[src/rtl/stopwatch_core_pkg.sv]
// Shared constants and types for the MM:SS BCD stopwatch: FSM encodings,
// BCD digit width and the seconds-tens limit.
package stopwatch_core_pkg;

    localparam logic [1:0] ST_IDLE  = 2'd0;
    localparam logic [1:0] ST_RUN   = 2'd1;
    localparam logic [1:0] ST_LAP   = 2'd2;
    localparam logic [1:0] ST_PAUSE = 2'd3;

    localparam int BCD_W        = 4;
    localparam int SEC_TENS_MAX = 5;

    typedef struct packed {
        logic [BCD_W-1:0] min_tens;
        logic [BCD_W-1:0] min_ones;
        logic [BCD_W-1:0] sec_tens;
        logic [BCD_W-1:0] sec_ones;
    } bcd_time_t;

endpackage

[src/rtl/stopwatch_core_bcd_digit.sv]
// One modulo-N BCD digit with synchronous clear and a combinational carry
// that lets digits be chained Carry -> Inc.
module bcd_digit
    import stopwatch_core_pkg::*;
#(
    parameter int MODULUS = 10
) (
    input  logic             Clock,
    input  logic             Reset_n,
    input  logic             Inc,
    input  logic             Clr,
    output logic [BCD_W-1:0] Digit,
    output logic             Carry
);

    localparam logic [BCD_W-1:0] MAX_VAL = BCD_W'(MODULUS - 1);

    logic [BCD_W-1:0] digit_q;
    logic [BCD_W-1:0] digit_d;

    always_comb begin
        digit_d = digit_q;
        if (Clr) begin
            digit_d = '0;
        end else if (Inc) begin
            digit_d = (digit_q == MAX_VAL) ? '0 : digit_q + 1'b1;
        end
    end

    always_ff @(posedge Clock or negedge Reset_n) begin
        if (!Reset_n) begin
            digit_q <= '0;
        end else begin
            digit_q <= digit_d;
        end
    end

    assign Digit = digit_q;
    assign Carry = Inc && (digit_q == MAX_VAL);

endmodule

[src/rtl/stopwatch_core.sv]
// Stopwatch top: start/stop/lap/clear controller, four chained BCD digits,
// a lap latch and the live/lap display mux.
module stopwatch_core
    import stopwatch_core_pkg::*;
#(
    parameter int MIN_MOD = 60
) (
    input  logic             Clock,
    input  logic             Reset_n,
    input  logic             Tick,
    input  logic             Start_Stop,
    input  logic             Lap,
    input  logic             Clear,
    output logic [BCD_W-1:0] Sec_Ones,
    output logic [BCD_W-1:0] Sec_Tens,
    output logic [BCD_W-1:0] Min_Ones,
    output logic [BCD_W-1:0] Min_Tens,
    output logic             Running,
    output logic             Lap_Active,
    output logic             Wrap
);

    logic [1:0] state_q;
    logic [1:0] state_d;
    bcd_time_t  live;
    bcd_time_t  lap_q;
    bcd_time_t  lap_d;
    logic       wrap_q;
    logic       capture;
    logic       clear_time;
    logic       count_en;
    logic       c_so;
    logic       c_st;
    logic       c_mo;
    logic       c_mt;

    // Only the highest-priority pulse present acts, even if the state ignores it.
    always_comb begin
        state_d    = state_q;
        capture    = 1'b0;
        clear_time = 1'b0;
        if (Clear) begin
            if (state_q == ST_PAUSE) begin
                state_d    = ST_IDLE;
                clear_time = 1'b1;
            end
        end else if (Start_Stop) begin
            case (state_q)
                ST_IDLE:  state_d = ST_RUN;
                ST_RUN:   state_d = ST_PAUSE;
                ST_LAP:   state_d = ST_PAUSE;
                default:  state_d = ST_RUN;
            endcase
        end else if (Lap) begin
            if (state_q == ST_RUN) begin
                state_d = ST_LAP;
                capture = 1'b1;
            end else if (state_q == ST_LAP) begin
                state_d = ST_RUN;
            end
        end
    end

    assign count_en = Tick && ((state_q == ST_RUN) || (state_q == ST_LAP));

    bcd_digit #(.MODULUS(10)) u_sec_ones (
        .Clock(Clock), .Reset_n(Reset_n), .Inc(count_en), .Clr(clear_time),
        .Digit(live.sec_ones), .Carry(c_so)
    );
    bcd_digit #(.MODULUS(SEC_TENS_MAX + 1)) u_sec_tens (
        .Clock(Clock), .Reset_n(Reset_n), .Inc(c_so), .Clr(clear_time),
        .Digit(live.sec_tens), .Carry(c_st)
    );
    bcd_digit #(.MODULUS(10)) u_min_ones (
        .Clock(Clock), .Reset_n(Reset_n), .Inc(c_st), .Clr(clear_time),
        .Digit(live.min_ones), .Carry(c_mo)
    );
    bcd_digit #(.MODULUS(MIN_MOD / 10)) u_min_tens (
        .Clock(Clock), .Reset_n(Reset_n), .Inc(c_mo), .Clr(clear_time),
        .Digit(live.min_tens), .Carry(c_mt)
    );

    // Capture uses the pre-increment live value when a Tick lands on the same edge.
    always_comb begin
        lap_d = lap_q;
        if (clear_time) begin
            lap_d = '0;
        end else if (capture) begin
            lap_d = live;
        end
    end

    always_ff @(posedge Clock or negedge Reset_n) begin
        if (!Reset_n) begin
            state_q <= ST_IDLE;
            lap_q   <= '0;
            wrap_q  <= 1'b0;
        end else begin
            state_q <= state_d;
            lap_q   <= lap_d;
            wrap_q  <= c_mt;
        end
    end

    assign Running    = (state_q == ST_RUN) || (state_q == ST_LAP);
    assign Lap_Active = (state_q == ST_LAP);
    assign Wrap       = wrap_q;

    assign Sec_Ones = (state_q == ST_LAP) ? lap_q.sec_ones : live.sec_ones;
    assign Sec_Tens = (state_q == ST_LAP) ? lap_q.sec_tens : live.sec_tens;
    assign Min_Ones = (state_q == ST_LAP) ? lap_q.min_ones : live.min_ones;
    assign Min_Tens = (state_q == ST_LAP) ? lap_q.min_tens : live.min_tens;

endmodule

[config.mk]
export PLATFORM = sky130hd
export DESIGN_NAME = stopwatch_core
export DESIGN_NICKNAME = d
export VERILOG_FILES = /design/src/rtl/stopwatch_core_pkg.sv /design/src/rtl/stopwatch_core_bcd_digit.sv /design/src/rtl/stopwatch_core.sv
export SDC_FILE = /design/constraint.sdc
export NUM_CORES = 1
export LEC_CHECK = 0
export CORE_ASPECT_RATIO = 0.6
export CORE_MARGIN = 2
export CORE_UTILIZATION = 34
export DETAILED_ROUTE_END_ITERATION = 8
export HOLD_SLACK_MARGIN = 0.1
export PLACE_DENSITY = 0.49
export SLEW_MARGIN = 10
export SYNTH_ARGS = -nofsm -noshare
export SYNTH_HDL_FRONTEND = slang
export SYNTH_SLANG_ARGS = --single-unit
[constraint.sdc]
create_clock -name Clock -period 2.33 [get_ports Clock]
set_input_delay 0.233 -clock Clock [delete_from_list [all_inputs] [get_ports Clock]]
set_output_delay 0.233 -clock Clock [all_outputs]
set_load 0.005 [all_outputs]
==> results.py <==
metrics = {
    "outcome": {
        "status": "completed",
    },
    "sta": {
        "final_hold_viol_count": 0,
        "slew_viol_final": 0,
        "maximum_operating_frequency_ghz": 0.454,
        "timing.setup.tns_ns": 0,
        "number_of_setup_violations_in_the_final_report": 0,
        "post-route-min-period_ns": 2.20,
        "timing.clock.skew_ns": 0.00343,
        "share_of_the_cycle_needed_by_the_critical_path_after_routing_pct": 94.6,
        "maxSlewHeadroom_pct": 68.9,
        "timing_worst_slew_pin_value_ns": 0.466,
        "rsz0062_at_grt": "no",
    },
    "route": {
        "dr_total_vias": 1611,
        "drt-met1-wl_mm": 2.52,
        "dr_wl_met3_microns": 226,
        "drc": 0,
        "met2_wire_length_mm": 1.73,
        "via_per_inst": 5.00,
        "totalWireLength_mm": 4.52,
        "avgRoutedWirePerCell_microns": 14.0,
        "drtIter0Drc": 84,
        "maxUsedRoutingLayer": "met4",
        "antenna_left": 0,
        "drtPass1Iterations": 4,
    },
    "logic_synthesis": {
        "summed_instance_area_of_the_synthesized_netlist_sq_um": 1980,
        "post_synth_main_area_contributors": "dfrtp_1 44%, nand2_1 8.2%, o21ai_0 7.8%",
        "synthesis.instances": 216,
        "cell_variety_after_synth": 42,
        "yosysWarningCount": 0,
        "post_synthesis_net_count": 233,
        "sequential_element_share_of_the_synthesized_area_pct": 44.3,
        "synth_edf_count": 0,
        "yosys_most_used_dff": "dfrtp_1",
        "proportion_of_register_bits_with_asynchronous_set_or_reset_after_synthesis_pct": 100,
        "synth_largest_area_cell": "dfrtp_1",
        "post_synth.cell_area_avg_sq_um": 9.15,
        "synth-seq-cells": 35,
        "synth.top_cell.area_share_pct": 44.3,
    },
    "clocking": {
        "tritoncts_clock_tree": "yes",
        "root_buffer": "clkbuf_8",
        "clkSlewWorstSetupHoldPaths_ns": 0.07,
        "worstSkewPairLatency_ns": 0.29,
        "cts_num_sinks": 35,
        "clk_path_buf_depth": 2,
        "tritoncts.num_buffers": 5,
        "cts_max_level": 2,
        "post_cts_buffers": 0,
    },
    "cells_and_area": {
        "final_cell_mix": "43 x nand2_1, 35 x dfrtp_1, 31 x o21ai_0",
        "layout.cell_area.non_filler_sq_um": 2400,
        "layout-drive-gt1-share_pct": 13.2,
        "flow.area_growth_from_synthesis_pct": 21.6,
        "layout.nets": 258,
        "layout_commonest_cell": "nand2_1",
        "share_of_the_core_filled_with_cells_in_the_final_layout_pct": 42.9,
        "antenna_cells_inserted": 0,
    },
    "worst_setup_path": {
        "setup.reg_to_reg.worst_slack_ns": 0.40,
        "timing.critical_path.cells": "inv_1 -> ha_1 -> buf_6 -> mux2_2 -> clkdlybuf4s50_1",
        "crit_buf_inv": 3,
        "cp_slowest_cell": "clkdlybuf4s50_1",
        "path_depth": 5,
        "critPathTopFamily": "buffers and inverters",
        "timing.rr.start": "u_sec_ones.Digit[0]",
        "worst-setup-path-type": "register to primary output",
        "timing.critical_path.arrival_ns": 1.97,
        "critical_path.max_stage_delay_ns": 0.45,
        "critical_path.endpoint_type": "primary output",
        "critical_path_peak_fanout": 21,
        "worst-endpoint-required_ns": 2.10,
        "start_kind": "register",
        "worst_r2r_endpoint": "u_min_ones.Digit[3]",
        "number_of_cells_on_the_worst_reg_to_reg_path": 5,
    },
    "global_route": {
        "first_pass_grt_wire_length_mm": 7.64,
        "globalRouteTotalUtil_pct": 15.4,
        "globalRouteOverflowTotal": 0,
        "largest_net_degree_at_the_start_of_global_routing": 36,
        "grt_pass1_vias": 1477,
        "grt_antenna_before_repair": 0,
    },
    "floorplan": {
        "die_width_microns": 102,
        "die_area_sq_um": 6460,
        "rows": 21,
        "dieHeight_microns": 63.1,
        "core_region_area_sq_um": 5600,
        "initial_utilization_pct": 35.3,
        "io-pin-count": 25,
    },
    "min_path": {
        "hold_path_class": "primary input to async pin",
    },
    "pwr": {
        "vdd_ir_drop_max_uv": 344,
        "power.density_nw_per_um2": 764,
        "total_leakage_power_nw": 1.04,
    },
    "place": {
        "postPlaceCellArea_sq_um": 2320,
        "dp_hpwl_mm": 3.00,
        "place.port_buffers": 24,
        "gp_congestion": 0.762,
    },
    "run": {
        "maxCapViolations": 0,
    },
}
## report_power, final
part	total [mW]	switching, mW	internal [mW]
logic	0.663	0.354	0.308
clock network	0.435	0.225	0.210
registers	0.738	0.0707	0.667
## through the flow
stage          power (mW)  std cells  hold slack, ns  setup WS, ns
2_1_floorplan        1.14        216         -0.0626         0.593
3_3_place_gp         1.42        314           0.517         0.382
3_5_place_dp         1.41        314           0.523         0.375
4_1_cts              1.86        322           0.384        0.0429
5_1_grt              1.98        322           0.418        0.0210
6_report             1.84        322           0.364         0.125
## cells in the mapped netlist, drive strengths merged (4+ instances only)
| cell type | instances |
|---|---|
| nand2 | 44 |
| dfrtp | 35 |
| o21ai | 31 |
| a21oi | 12 |
| mux2 | 12 |
| ha | 11 |
| nor2 | 9 |
| clkbuf | 8 |
| inv | 7 |
| nor3 | 5 |
| and3b | 4 |
| or3 | 4 |
## final cells by class
cell class / count / area (sq um)
tap: 80 / 100
clock inverter: 1 / 5.00
timing repair buffer: 29 / 282
sequential: 35 / 876
inverter: 7 / 26.3
clock buffer: 7 / 76.3
multi-input combinational: 163 / 1040
fill: 563 / 3190
## state kept, by name, indices dropped and copies added, names as in the netlist
name / cells
Wrap: 1
u_sec_ones.Digit: 4
u_sec_tens.Digit: 4
lap_q: 16
u_min_tens.Digit: 4
state_q: 2
u_min_ones.Digit: 4
## what timing repair did
item,in CTS,in global routing
setup endpoints to repair,0,12
hold buffers,0,0
gates resized for setup,0,1
endpoints found under the hold margin,0,0
## cell families after synthesis
family / share of synthesized area, %
muxes: 6.84
AOI/OAI and AO/OA: 13.3
and+or+nand+nor: 24.2
xor gates and xnor gates: 0.443
buffers and inverters: 3.92
adders and majority gates: 6.96
DFF: 44.3
## routing by layer
metal  vias up  GRT usage, %
li1        799             -
met1       761          24.9
met2        44          19.7
met3         7          3.77
met4         0          4.50
met5         -             0
## worst reg2reg max path, cell delays in order (launching register included)
cell     delay (ns)
dfrtp_1        0.47
ha_1           0.23
and3b_1        0.41
and3_2         0.26
o21ai_0        0.09
a311o_1        0.36
## how the worst max path moves through the flow
stage	from	to	slack (ns)
5_1_grt	state_q[0]	Min_Ones[0]	0.02
3_5_place_dp	state_q[0]	Min_Ones[0]	0.37
6_report	state_q[0]	Min_Ones[0]	0.13
2_1_floorplan	state_q[0]	u_sec_tens.Digit[3]	0.59
4_1_cts	state_q[0]	Min_Ones[0]	0.04
3_3_place_gp	state_q[0]	Min_Ones[0]	0.38
No activity file was read; power rests on OpenSTA's default activity.
